File: config.mk
export PLATFORM = sky130hd
export DESIGN_NAME = vga_timing_gen_flat
export DESIGN_NICKNAME = d
export VERILOG_FILES = /design/src/rtl/vga_timing_pkg.sv /design/src/rtl/vga_timing_gen_if.sv /design/src/rtl/vga_axis_counter.sv /design/src/rtl/vga_timing_gen.sv /design/src/flat_wrapper.sv
export SDC_FILE = /design/constraint.sdc
export NUM_CORES = 1
export LEC_CHECK = 0
export ABC_AREA = 1
export ABC_CLOCK_PERIOD_IN_PS = 6550
export BUFFER_PORTS_ARGS = -buffer_cell sky130_fd_sc_hd__buf_2
export CORE_MARGIN = 2
export CORE_UTILIZATION = 45
export CTS_CLUSTER_DIAMETER = 150
export DETAILED_ROUTE_END_ITERATION = 8
export GPL_ROUTABILITY_DRIVEN = 0
export PLACE_DENSITY = 0.65
export SETUP_SLACK_MARGIN = 0.3
export SLEW_MARGIN = 20
export SYNTH_ARGS = -nofsm -noshare
export SYNTH_HDL_FRONTEND = slang
export SYNTH_SLANG_ARGS = --single-unit
File: constraint.sdc
create_clock -name clk -period 6.55 [get_ports clk]
set_clock_uncertainty 0.05 [all_clocks]
set_input_delay 0.3275 -clock clk [delete_from_list [all_inputs] [get_ports clk]]
set_output_delay 0.3275 -clock clk [all_outputs]
set_load 0.005 [all_outputs]
File: src/rtl/vga_timing_pkg.sv
// Shared constants for the VGA timing generator: standard modes, sync polarity
// encodings and the elaboration-time counter range check.
package vga_timing_pkg;

    typedef struct packed {
        int   h_visible;
        int   h_front;
        int   h_sync;
        int   h_back;
        int   v_visible;
        int   v_front;
        int   v_sync;
        int   v_back;
        logic h_pol;
        logic v_pol;
    } vga_mode_t;

    localparam logic POL_POS = 1'b1;
    localparam logic POL_NEG = 1'b0;

    localparam vga_mode_t MODE_800x600_75  = '{800, 16, 80, 160, 600, 1, 3, 21, POL_POS, POL_POS};
    localparam vga_mode_t MODE_640x480_60  = '{640, 16, 96, 48, 480, 10, 2, 33, POL_NEG, POL_NEG};
    localparam vga_mode_t MODE_1024x768_60 = '{1024, 24, 136, 160, 768, 3, 6, 29, POL_NEG, POL_NEG};

    // An axis total must be at least one and fit in a CNT_W-bit counter.
    function automatic bit axis_fits(input int total, input int cnt_w);
        return (cnt_w > 0) && (cnt_w < 31) && (total >= 1) && (total <= (1 << cnt_w));
    endfunction

endpackage

File: src/rtl/vga_timing_gen_if.sv
// Video timing bundle driven by vga_timing_gen towards the fetch/shift logic.
interface vga_timing_gen_if #(
    parameter int CNT_W = 11
);
    logic             hsync;
    logic             vsync;
    logic             display_en;
    logic [CNT_W-1:0] counter_x;
    logic [CNT_W-1:0] counter_y;
    logic             line_start;
    logic             frame_start;
    logic             vblank;
    logic [CNT_W-1:0] fetch_x;
    logic [CNT_W-1:0] fetch_y;
    logic             fetch_en;

    modport master (
        output hsync, vsync, display_en, counter_x, counter_y,
               line_start, frame_start, vblank, fetch_x, fetch_y, fetch_en
    );

    modport slave (
        input hsync, vsync, display_en, counter_x, counter_y,
              line_start, frame_start, vblank, fetch_x, fetch_y, fetch_en
    );
endinterface

File: src/rtl/vga_axis_counter.sv
// One timing axis: wrapping position counter with terminal count plus sync and
// visible-region decodes of the current position.
module vga_axis_counter
    import vga_timing_pkg::*;
#(
    parameter int VISIBLE = 800,
    parameter int FRONT   = 16,
    parameter int SYNC    = 80,
    parameter int BACK    = 160,
    parameter int CNT_W   = 11
) (
    input  logic             clk,
    input  logic             reset,
    input  logic             i_en,
    output logic [CNT_W-1:0] o_count,
    output logic             o_tc,
    output logic             o_sync,
    output logic             o_visible
);

    localparam int TOTAL = VISIBLE + FRONT + SYNC + BACK;

    if (!axis_fits(TOTAL, CNT_W)) begin : g_range_check
        $error("vga_axis_counter: total %0d does not fit in %0d bits", TOTAL, CNT_W);
    end

    // Decodes use one extra bit so a sync pulse ending exactly at 2**CNT_W still works.
    localparam logic [CNT_W:0] LAST_X     = (CNT_W+1)'(TOTAL - 1);
    localparam logic [CNT_W:0] SYNC_BEG_X = (CNT_W+1)'(VISIBLE + FRONT);
    localparam logic [CNT_W:0] SYNC_END_X = (CNT_W+1)'(VISIBLE + FRONT + SYNC);
    localparam logic [CNT_W:0] VIS_END_X  = (CNT_W+1)'(VISIBLE);

    logic [CNT_W-1:0] r_count;
    logic [CNT_W:0]   w_count_x;

    assign w_count_x = {1'b0, r_count};

    always_ff @(posedge clk) begin
        if (reset) begin
            r_count <= '0;
        end else if (i_en) begin
            r_count <= o_tc ? '0 : r_count + 1'b1;
        end
    end

    assign o_count   = r_count;
    assign o_tc      = (w_count_x == LAST_X);
    assign o_sync    = (w_count_x >= SYNC_BEG_X) && (w_count_x < SYNC_END_X);
    assign o_visible = (w_count_x < VIS_END_X);

endmodule

File: src/rtl/vga_timing_gen.sv
// Parametrised VGA/SVGA sync generator with pixel clock-enable, registered
// outputs, line/frame strobes and lookahead fetch coordinates.
module vga_timing_gen
    import vga_timing_pkg::*;
#(
    parameter int   H_VISIBLE = MODE_800x600_75.h_visible,
    parameter int   H_FRONT   = MODE_800x600_75.h_front,
    parameter int   H_SYNC    = MODE_800x600_75.h_sync,
    parameter int   H_BACK    = MODE_800x600_75.h_back,
    parameter int   V_VISIBLE = MODE_800x600_75.v_visible,
    parameter int   V_FRONT   = MODE_800x600_75.v_front,
    parameter int   V_SYNC    = MODE_800x600_75.v_sync,
    parameter int   V_BACK    = MODE_800x600_75.v_back,
    parameter logic H_POL     = MODE_800x600_75.h_pol,
    parameter logic V_POL     = MODE_800x600_75.v_pol,
    parameter int   CNT_W     = 11,
    parameter int   LOOKAHEAD = 2
) (
    input  logic clk,
    input  logic reset,
    input  logic ce,
    vga_timing_gen_if.master vid
);

    localparam int H_TOTAL = H_VISIBLE + H_FRONT + H_SYNC + H_BACK;
    localparam int V_TOTAL = V_VISIBLE + V_FRONT + V_SYNC + V_BACK;

    if (LOOKAHEAD < 0 || LOOKAHEAD > H_TOTAL - 1) begin : g_lookahead_check
        $error("vga_timing_gen: LOOKAHEAD %0d outside 0..%0d", LOOKAHEAD, H_TOTAL - 1);
    end

    localparam logic [CNT_W:0] H_TOTAL_X   = (CNT_W+1)'(H_TOTAL);
    localparam logic [CNT_W:0] H_VISIBLE_X = (CNT_W+1)'(H_VISIBLE);
    localparam logic [CNT_W:0] V_VISIBLE_X = (CNT_W+1)'(V_VISIBLE);
    localparam logic [CNT_W:0] LOOKAHEAD_X = (CNT_W+1)'(LOOKAHEAD);

    logic [CNT_W-1:0] w_hc, w_vc;
    logic             w_h_tc, w_v_tc, w_h_sync, w_v_sync, w_h_vis, w_v_vis;

    vga_axis_counter #(
        .VISIBLE(H_VISIBLE), .FRONT(H_FRONT), .SYNC(H_SYNC), .BACK(H_BACK), .CNT_W(CNT_W)
    ) u_h_axis (
        .clk(clk), .reset(reset), .i_en(ce),
        .o_count(w_hc), .o_tc(w_h_tc), .o_sync(w_h_sync), .o_visible(w_h_vis)
    );

    vga_axis_counter #(
        .VISIBLE(V_VISIBLE), .FRONT(V_FRONT), .SYNC(V_SYNC), .BACK(V_BACK), .CNT_W(CNT_W)
    ) u_v_axis (
        .clk(clk), .reset(reset), .i_en(ce && w_h_tc),
        .o_count(w_vc), .o_tc(w_v_tc), .o_sync(w_v_sync), .o_visible(w_v_vis)
    );

    // Lookahead never exceeds one line, so at most one wrap into the next line.
    logic [CNT_W:0]   w_fx_sum;
    logic             w_fx_wrap;
    logic [CNT_W-1:0] w_fx, w_fy;
    logic             w_fe;

    always_comb begin
        w_fx_sum  = {1'b0, w_hc} + LOOKAHEAD_X;
        w_fx_wrap = (w_fx_sum >= H_TOTAL_X);
        w_fx      = w_fx_wrap ? CNT_W'(w_fx_sum - H_TOTAL_X) : w_fx_sum[CNT_W-1:0];
        w_fy      = w_vc;
        if (w_fx_wrap) begin
            w_fy = w_v_tc ? '0 : w_vc + 1'b1;
        end
        w_fe = ({1'b0, w_fx} < H_VISIBLE_X) && ({1'b0, w_fy} < V_VISIBLE_X);
    end

    logic             r_hsync, r_vsync, r_display_en, r_line_start, r_frame_start;
    logic             r_vblank, r_fetch_en;
    logic [CNT_W-1:0] r_counter_x, r_counter_y, r_fetch_x, r_fetch_y;

    always_ff @(posedge clk) begin
        if (reset) begin
            r_hsync       <= ~H_POL;
            r_vsync       <= ~V_POL;
            r_display_en  <= 1'b0;
            r_counter_x   <= '0;
            r_counter_y   <= '0;
            r_line_start  <= 1'b0;
            r_frame_start <= 1'b0;
            r_vblank      <= 1'b0;
            r_fetch_x     <= '0;
            r_fetch_y     <= '0;
            r_fetch_en    <= 1'b0;
        end else if (ce) begin
            r_hsync       <= w_h_sync ? H_POL : ~H_POL;
            r_vsync       <= w_v_sync ? V_POL : ~V_POL;
            r_display_en  <= w_h_vis && w_v_vis;
            r_counter_x   <= w_hc;
            r_counter_y   <= w_vc;
            r_line_start  <= (w_hc == '0);
            r_frame_start <= (w_hc == '0) && (w_vc == '0);
            r_vblank      <= !w_v_vis;
            r_fetch_x     <= w_fx;
            r_fetch_y     <= w_fy;
            r_fetch_en    <= w_fe;
        end
    end

    assign vid.hsync       = r_hsync;
    assign vid.vsync       = r_vsync;
    assign vid.display_en  = r_display_en;
    assign vid.counter_x   = r_counter_x;
    assign vid.counter_y   = r_counter_y;
    assign vid.line_start  = r_line_start;
    assign vid.frame_start = r_frame_start;
    assign vid.vblank      = r_vblank;
    assign vid.fetch_x     = r_fetch_x;
    assign vid.fetch_y     = r_fetch_y;
    assign vid.fetch_en    = r_fetch_en;

endmodule

File: src/flat_wrapper.sv
// flat-port wrapper written by rule: the top's interface ports become plain ports
module vga_timing_gen_flat import vga_timing_pkg::*;
#(
    parameter int   H_VISIBLE = MODE_800x600_75.h_visible,
    parameter int   H_FRONT   = MODE_800x600_75.h_front,
    parameter int   H_SYNC    = MODE_800x600_75.h_sync,
    parameter int   H_BACK    = MODE_800x600_75.h_back,
    parameter int   V_VISIBLE = MODE_800x600_75.v_visible,
    parameter int   V_FRONT   = MODE_800x600_75.v_front,
    parameter int   V_SYNC    = MODE_800x600_75.v_sync,
    parameter int   V_BACK    = MODE_800x600_75.v_back,
    parameter logic H_POL     = MODE_800x600_75.h_pol,
    parameter logic V_POL     = MODE_800x600_75.v_pol,
    parameter int   CNT_W     = 11,
    parameter int   LOOKAHEAD = 2
)
  (clk, reset, ce, vid_hsync, vid_vsync, vid_display_en, vid_counter_x, vid_counter_y, vid_line_start, vid_frame_start, vid_vblank, vid_fetch_x, vid_fetch_y, vid_fetch_en);
  vga_timing_gen_if #(.CNT_W(CNT_W)) vid_i ();
  input  logic clk;
  input  logic reset;
  input  logic ce;
  output wire logic [$bits(vid_i.hsync)-1:0] vid_hsync;
  output wire logic [$bits(vid_i.vsync)-1:0] vid_vsync;
  output wire logic [$bits(vid_i.display_en)-1:0] vid_display_en;
  output wire logic [$bits(vid_i.counter_x)-1:0] vid_counter_x;
  output wire logic [$bits(vid_i.counter_y)-1:0] vid_counter_y;
  output wire logic [$bits(vid_i.line_start)-1:0] vid_line_start;
  output wire logic [$bits(vid_i.frame_start)-1:0] vid_frame_start;
  output wire logic [$bits(vid_i.vblank)-1:0] vid_vblank;
  output wire logic [$bits(vid_i.fetch_x)-1:0] vid_fetch_x;
  output wire logic [$bits(vid_i.fetch_y)-1:0] vid_fetch_y;
  output wire logic [$bits(vid_i.fetch_en)-1:0] vid_fetch_en;
  assign vid_hsync = vid_i.hsync;
  assign vid_vsync = vid_i.vsync;
  assign vid_display_en = vid_i.display_en;
  assign vid_counter_x = vid_i.counter_x;
  assign vid_counter_y = vid_i.counter_y;
  assign vid_line_start = vid_i.line_start;
  assign vid_frame_start = vid_i.frame_start;
  assign vid_vblank = vid_i.vblank;
  assign vid_fetch_x = vid_i.fetch_x;
  assign vid_fetch_y = vid_i.fetch_y;
  assign vid_fetch_en = vid_i.fetch_en;
  vga_timing_gen #(.H_VISIBLE(H_VISIBLE), .H_FRONT(H_FRONT), .H_SYNC(H_SYNC), .H_BACK(H_BACK), .V_VISIBLE(V_VISIBLE), .V_FRONT(V_FRONT), .V_SYNC(V_SYNC), .V_BACK(V_BACK), .H_POL(H_POL), .V_POL(V_POL), .CNT_W(CNT_W), .LOOKAHEAD(LOOKAHEAD)) u_core (.clk(clk), .reset(reset), .ce(ce), .vid(vid_i));
endmodule
==> reports/results.txt, run 1 <==
run status - finished clean
DP HPWL - 6.31 mm
count leader, synth - nand2_1
unrepaired setup endpoints after global routing - false
wire per inst - 13.7 µm
CTS buffer count - 9
post-synthesis mux area share - 0
post-synthesis compound-gate area fraction - 0.180
CTS resizes - 0
placed insts - 635
Post-Syn Nets - 514
Post-Route WL - 8.89 mm
Layout Nets - 556
Residual DRC - 0
number of global-route vias before repair - 3045
Clock Latency Late Sink - 340 ps
Warnings, synthesis - 0
Post-synth ARST share - 0
antenna-violating nets left - 0
Max-slew headroom - 0.524
overall power - 908 µW
crit path time final - 2880 ps
Worst setup EP type - flip-flop
largest family of logic cells by synthesized area - simple AND/OR/NAND/NOR gates
share of cells above drive strength 1 - 0.171
peak supply drop - 133 µV
n_diodes - 0
Mapped Cells - 502
Cell variety after synth - 38
max-cap violations - 0
fin crit share - 0.439
Post-CTS Setup Repair Bufs - 0
gr usage total - 0.216
Place WS - 3710 ps
Num Clock Sinks - 72
EDFF count, synth - 0
Data required, critical path - 6710 ps
first drt pass iteration count - 4
Area Growth Syn to Fin - 14.6%
setup TNS - 0 ps
non-filler cells, final - 651
synth top area cells - dfxtp_1, nand2_1, inv_1
via/cell ratio - 5.11
max-slew violation count - 0
adder-cell share of the synthesized area - 0.0316
Setup CP Type - flip-flop to flip-flop
Mean Syn Cell Area - 7.10 µm²
CTS H-tree lvls - 3
worst setup margin - 3670 ps
Startpoint Class - flip-flop
Starting Density - 0.463
simple-gate share of the synthesized area - 0.257
CTS tree - built
Setup violations, final - 0
die height - 93.0 µm
fmax - 348 MHz
clk buf depth - 2
worst min-delay path category - input port to flip-flop
Final Util - 0.531
Arr. time, crit path - 3030 ps
row cnt - 32
initial antenna violation count - 0
Via Count - 3327
final count of hold timing violations - 0
Initial DRC Count - 219
leakage - 0.00197 µW
largest net degree at the start of global routing - 72
I/O Buffers - 53
gr ovfl total - 0
cts hold-fix bufs - 0
Tightest Pin Transition - 713 ps
total die area - 8640 µm²
first-pass GRT wire length - 14.8 mm
Yosys top cell by area - dfxtp_1
Die W - 93.0 µm
core box area - 7690 µm²
post-synth top area share - 0.405
Seq/Total Area, Yosys - 0.405
Main synth FF type - dfxtp_1
synthesized flop and latch total - 72
Max Fanout on Critical Path - 27
PD cells - 222 nW/µm²
CTS clk-pin slew, worst paths - 80 ps
post-synthesis xor/xnor area fraction - 0.0197
clock root buffer - clkbuf_8
synthesized area - 3560 µm²
I/O Pins - 54
top cells by count, synth - nand2_1, dfxtp_1, inv_1, nor2_1, o21ai_0
==> metal layers <==
metal	GRT usage	wire, µm	vias to the layer above
met4	0.0760	92	0
met3	0.0395	570	9
met2	0.318	3660	106
li1	-	-	1720
met1	0.315	4570	1492
met5	0	0	-
==> where the power goes <==
group	internal, µW	switching [µW]
registers	453	8.55
logic	24.0	38.5
clock network	225	159
==> placed cells by master (no fill, tap or decap), types with 4 or more instances in the layout <==
cell type  instances
a21oi_1           35
nor4_1             4
nand3_1           19
dfxtp_1           72
nor3_1             7
nand2_1           84
nand4_1            9
clkbuf_8          10
nor2_1            59
o21ai_0           48
o22ai_1           10
ha_1               9
o211ai_1           7
buf_2             53
inv_1             68
xor2_1             8
nor2_2             4
nand2_2           10
==> worst max-delay path, cell delays in order (launching register included) <==
cell,delay [ps]
dfxtp_1,380
ha_1,260
nand2_2,120
clkinv_1,70
nand2_1,80
nand2_2,80
inv_1,80
ha_1,140
nand2_1,50
nor2_1,80
nand2_1,60
nor2_1,100
nand2_1,70
nor2_2,100
nand2_2,120
nand3_4,290
nand2_1,100
nand2_1,110
nand2_1,60
nand2_1,50
nand2_1,50
nand2_1,60
nand2_1,40
nand2_1,90
a21oi_2,50
==> through the flow <==
stage                     hold slack, ps  cell area [µm²]
after detailed placement             405             3870
after CTS                            413             4080
after floorplan                      412             3560
after global routing                 432             4080
final                                410             4080
after global placement               399             3860
==> path summary, 6_finish.rpt <==
| path | start | endpoint | slack (ps) | cells past startpoint |
|---|---|---|---|---|
| min | reset | u_core.vid.line_start | 410 | 2 |
| min reg2reg | u_core.vid.fetch_x[10] | u_core.vid.fetch_x[10] | 410 | 2 |
| max | u_core.u_h_axis.o_count[1] | u_core.vid.fetch_en | 3670 | 24 |
| max reg2reg | u_core.u_h_axis.o_count[1] | u_core.vid.fetch_en | 3670 | 24 |
==> registers in the layout, indices dropped and copies added (netlist names) <==
name,count
u_core.vid.counter_x,10
u_core.vid.counter_y,11
u_core.vid.fetch_y,11
u_core.vid.vsync,1
u_core.vid.fetch_x,11
u_core.vid.frame_start,1
u_core.vid.display_en,1
u_core.u_v_axis.o_count,11
u_core.vid.fetch_en,1
u_core.vid.vblank,1
u_core.u_h_axis.o_count,11
u_core.vid.line_start,1
u_core.vid.hsync,1
==> kinds of logic (layout without fill, tap and decap cells) <==
group | after synthesis | after routing
simple gates | 203 | 203
buf+inv | 96 | 143
compound gates | 114 | 114
xor+xnor | 8 | 8
flops | 72 | 72
fa+ha+maj | 9 | 9
==> area by class of cell <==
| cell class | instances | area, µm² |
|---|---|---|
| fillers | 800 | 3600 |
| multi-input cells | 334 | 1750 |
| flip-flops and latches | 72 | 1440 |
| repair buffers | 56 | 288 |
| inverters | 71 | 267 |
| clock buffers | 13 | 149 |
| well taps | 102 | 128 |
| clock inverters | 3 | 65.1 |
Power figures use the tool's default switching activity.
==> run 2, diff against run 1 <==
--- a/config.mk
+++ b/config.mk
@@ -6,14 +6,14 @@
 export NUM_CORES = 1
 export LEC_CHECK = 0
 export ABC_AREA = 1
-export ABC_CLOCK_PERIOD_IN_PS = 6550
+export ABC_CLOCK_PERIOD_IN_PS = 2500
 export BUFFER_PORTS_ARGS = -buffer_cell sky130_fd_sc_hd__buf_2
 export CORE_MARGIN = 2
 export CORE_UTILIZATION = 45
 export CTS_CLUSTER_DIAMETER = 150
 export DETAILED_ROUTE_END_ITERATION = 8
 export GPL_ROUTABILITY_DRIVEN = 0
-export PLACE_DENSITY = 0.65
+export PLACE_DENSITY = 0.68
 export SETUP_SLACK_MARGIN = 0.3
 export SLEW_MARGIN = 20
 export SYNTH_ARGS = -nofsm -noshare
==> constraint.sdc (replaced) <==
create_clock -name clk -period 2.5 [get_ports clk]
set_clock_uncertainty 0.05 [all_clocks]
set_input_delay 0.125 -clock clk [delete_from_list [all_inputs] [get_ports clk]]
set_output_delay 0.125 -clock clk [all_outputs]
set_load 0.005 [all_outputs]
==> run 2 against run 1 <==
Net effect: the run now ends with negative setup slack left; sequential power increased to 2.6 times the previous value; cell count increased by 4.5%; sequential share of layout area decreased by 2.3 points; design area increased by 7.8%; non-clock buffer count increased by 27; power increased by 140%; clock power increased by 120%; first-iteration DRC count decreased by 4.6%; setup slack got worse by 3700 ps.
==> reports/results.txt, run 2 (synthesized netlist as in run 1, its figures left out) <==
first-pass GRT wire length - 14.9 mm (+1.1%)
Layout Nets - 586 (+5.4%)
Data required, critical path - 2680 ps (-4030 ps)
failing checks - negative setup slack
cts hold-fix bufs - 0 (unchanged)
clk buf depth - 2 (unchanged)
peak supply drop - 404 µV (+200%)
Residual DRC - 0 (unchanged)
unrepaired setup endpoints after global routing - true
Worst Hold Slack - 156 ps (-254 ps)
gr ovfl total - 0 (unchanged)
total die area - 8640 µm² (unchanged)
Max Fanout on Critical Path - 7 (-74%)
CTS tree - built
clock root buffer - clkbuf_8
gr usage total - 0.215 (-0.000503)
core box area - 7690 µm² (unchanged)
antenna-violating nets left - 0 (unchanged)
number of global-route vias before repair - 3178 (+4.4%)
Tightest Pin Transition - 531 ps (-182 ps)
worst setup margin - -14.3 ps (-3690 ps)
most frequent cells in the layout - nand2_1, dfxtp_1, inv_1
Setup CP Type - flip-flop to flip-flop
Clock Latency Late Sink - 350 ps (about the same)
cell area after layout - 4400 µm² (+7.8%)
leakage - 0.00216 µW (+9.9%)
most common cell after layout, fill and taps aside - nand2_1
PD cells - 503 nW/µm² (+130%)
Startpoint Class - flip-flop
via/cell ratio - 5.18 (+1.4%)
Area Growth Syn to Fin - 23.5%
max-cap violations - 0 (unchanged)
largest net degree at the start of global routing - 54 (-25%)
Post-Route WL - 9.21 mm (+3.6%)
Placed Area - 3990 µm² (+3.1%)
final count of hold timing violations - 0 (unchanged)
CTS clk-pin slew, worst paths - 80 ps (about the same)
DP HPWL - 6.47 mm (+2.5%)
I/O Pins - 54 (unchanged)
fillers - 735 (-8.1%)
run status - complete, but fails checks
max-slew violation count - 0 (unchanged)
first drt pass iteration count - 5 (+1)
Via Count - 3525 (+6.0%)
Die W - 93.0 µm (unchanged)
Num Clock Sinks - 72 (unchanged)
fin crit share - 1.01 (+0.567)
die height - 93.0 µm (unchanged)
fmax - 398 MHz (+14%)
wire per inst - 13.5 µm (-0.82%)
area of the multi-input gates - 1870 µm² (+7.4%)
crit path time final - 2510 ps (-361 ps)
Arr. time, crit path - 2690 ps (-340 ps)
row cnt - 32 (unchanged)
I/O Buffers - 53 (unchanged)
Setup violations, final - 1 (+1)
Max-slew headroom - 0.643 (+0.118)
share of cells above drive strength 1 - 0.260 (+0.0883)
Worst setup EP type - flip-flop
CTS buffer count - 9 (unchanged)
worst min-delay path category - input port to flip-flop
n_diodes - 0 (unchanged)
CTS H-tree lvls - 3 (unchanged)
Initial DRC Count - 209 (-4.6%)
initial antenna violation count - 0 (unchanged)
Starting Density - 0.463 (unchanged)
register area - 1450 µm² (+0.78%)
## run 2: cell types whose count changed in the layout (fill, tap and decap cells not counted), sizes merged
cell,change
buf,+27
bufinv,-2
clkinvlp,+1
clkbuf,-1
clkinv,+1
nand3,+3
## run 2: what timing repair did
| action | 4_1_cts | 5_1_grt |
|---|---|---|
| pin swaps | 7 | 3 |
| gates cloned | 1 | 2 |
| hold endpoints to repair | 0 | 0 |
| gates resized for setup | 12 | 22 |
| setup endpoints to repair | 17 | 23 |
| buffers inserted | 7 | 9 |
## run 2: per-stage QoR
stage / TNS (ps) / setup slack (ps) / std cells / utilization / power, µW
floorplan: 0 / 172 / 502 / - / 1330
global placement: 0 / 45.0 / 646 / 0.519 / 1400
detailed placement: -27.1 / -27.1 / 646 / 0.519 / 1400
CTS: 0 / 98.1 / 669 / 0.555 / 2230
global route: -705 / -227 / 680 / 0.572 / 2300
finish: -14.3 / -14.3 / 680 / 0.572 / 2210
## run 2: layer usage
layer  up-vias  GRT usage  wire [µm]
met3        18     0.0516        533
met2       110      0.316       4010
met1      1605      0.301       4480
li1       1792          -          -
met4         0     0.0931        195
met5         -          0          0
## run 2: layout make-up
| class | instances | area share |
|---|---|---|
| flip-flops and latches | 72 | 0.330 |
| multi-input cells | 337 | 0.426 |
| well taps | 102 | 0.0290 |
| repair buffers | 83 | 0.113 |
| clock buffers | 12 | 0.0353 |
| inverters | 71 | 0.0623 |
| clock inverters | 3 | 0.00398 |
## run 2: final timing paths
check / start / to / slack (ps) / depth (start not counted)
setup / recovery: u_core.u_h_axis.o_count[1] / u_core.vid.fetch_en / -10 / 18
hold / removal: ce / u_core.vid.counter_x[2] / 160 / 3
setup reg to reg: u_core.u_h_axis.o_count[1] / u_core.vid.fetch_en / -10 / 18
hold reg to reg: u_core.vid.fetch_y[1] / u_core.vid.fetch_y[1] / 410 / 2
## run 2: power by group
group	internal [µW]	switching, µW
sequential	1190	22.0
combinational	71.5	103
clock	406	422
## run 2: worst max-delay path, stage by stage (launching register included)
cell,delay [ps]
dfxtp_4,390
ha_4,170
nand2_4,70
buf_4,140
nor2_4,170
nand2_2,90
nand2_1,70
nand2_1,120
nand2_1,110
nor2_2,50
nand2_4,140
buf_4,130
nand3_2,120
o21ai_1,240
nand3_1,100
nand2_1,80
inv_2,30
nand2_1,80
a21oi_2,50
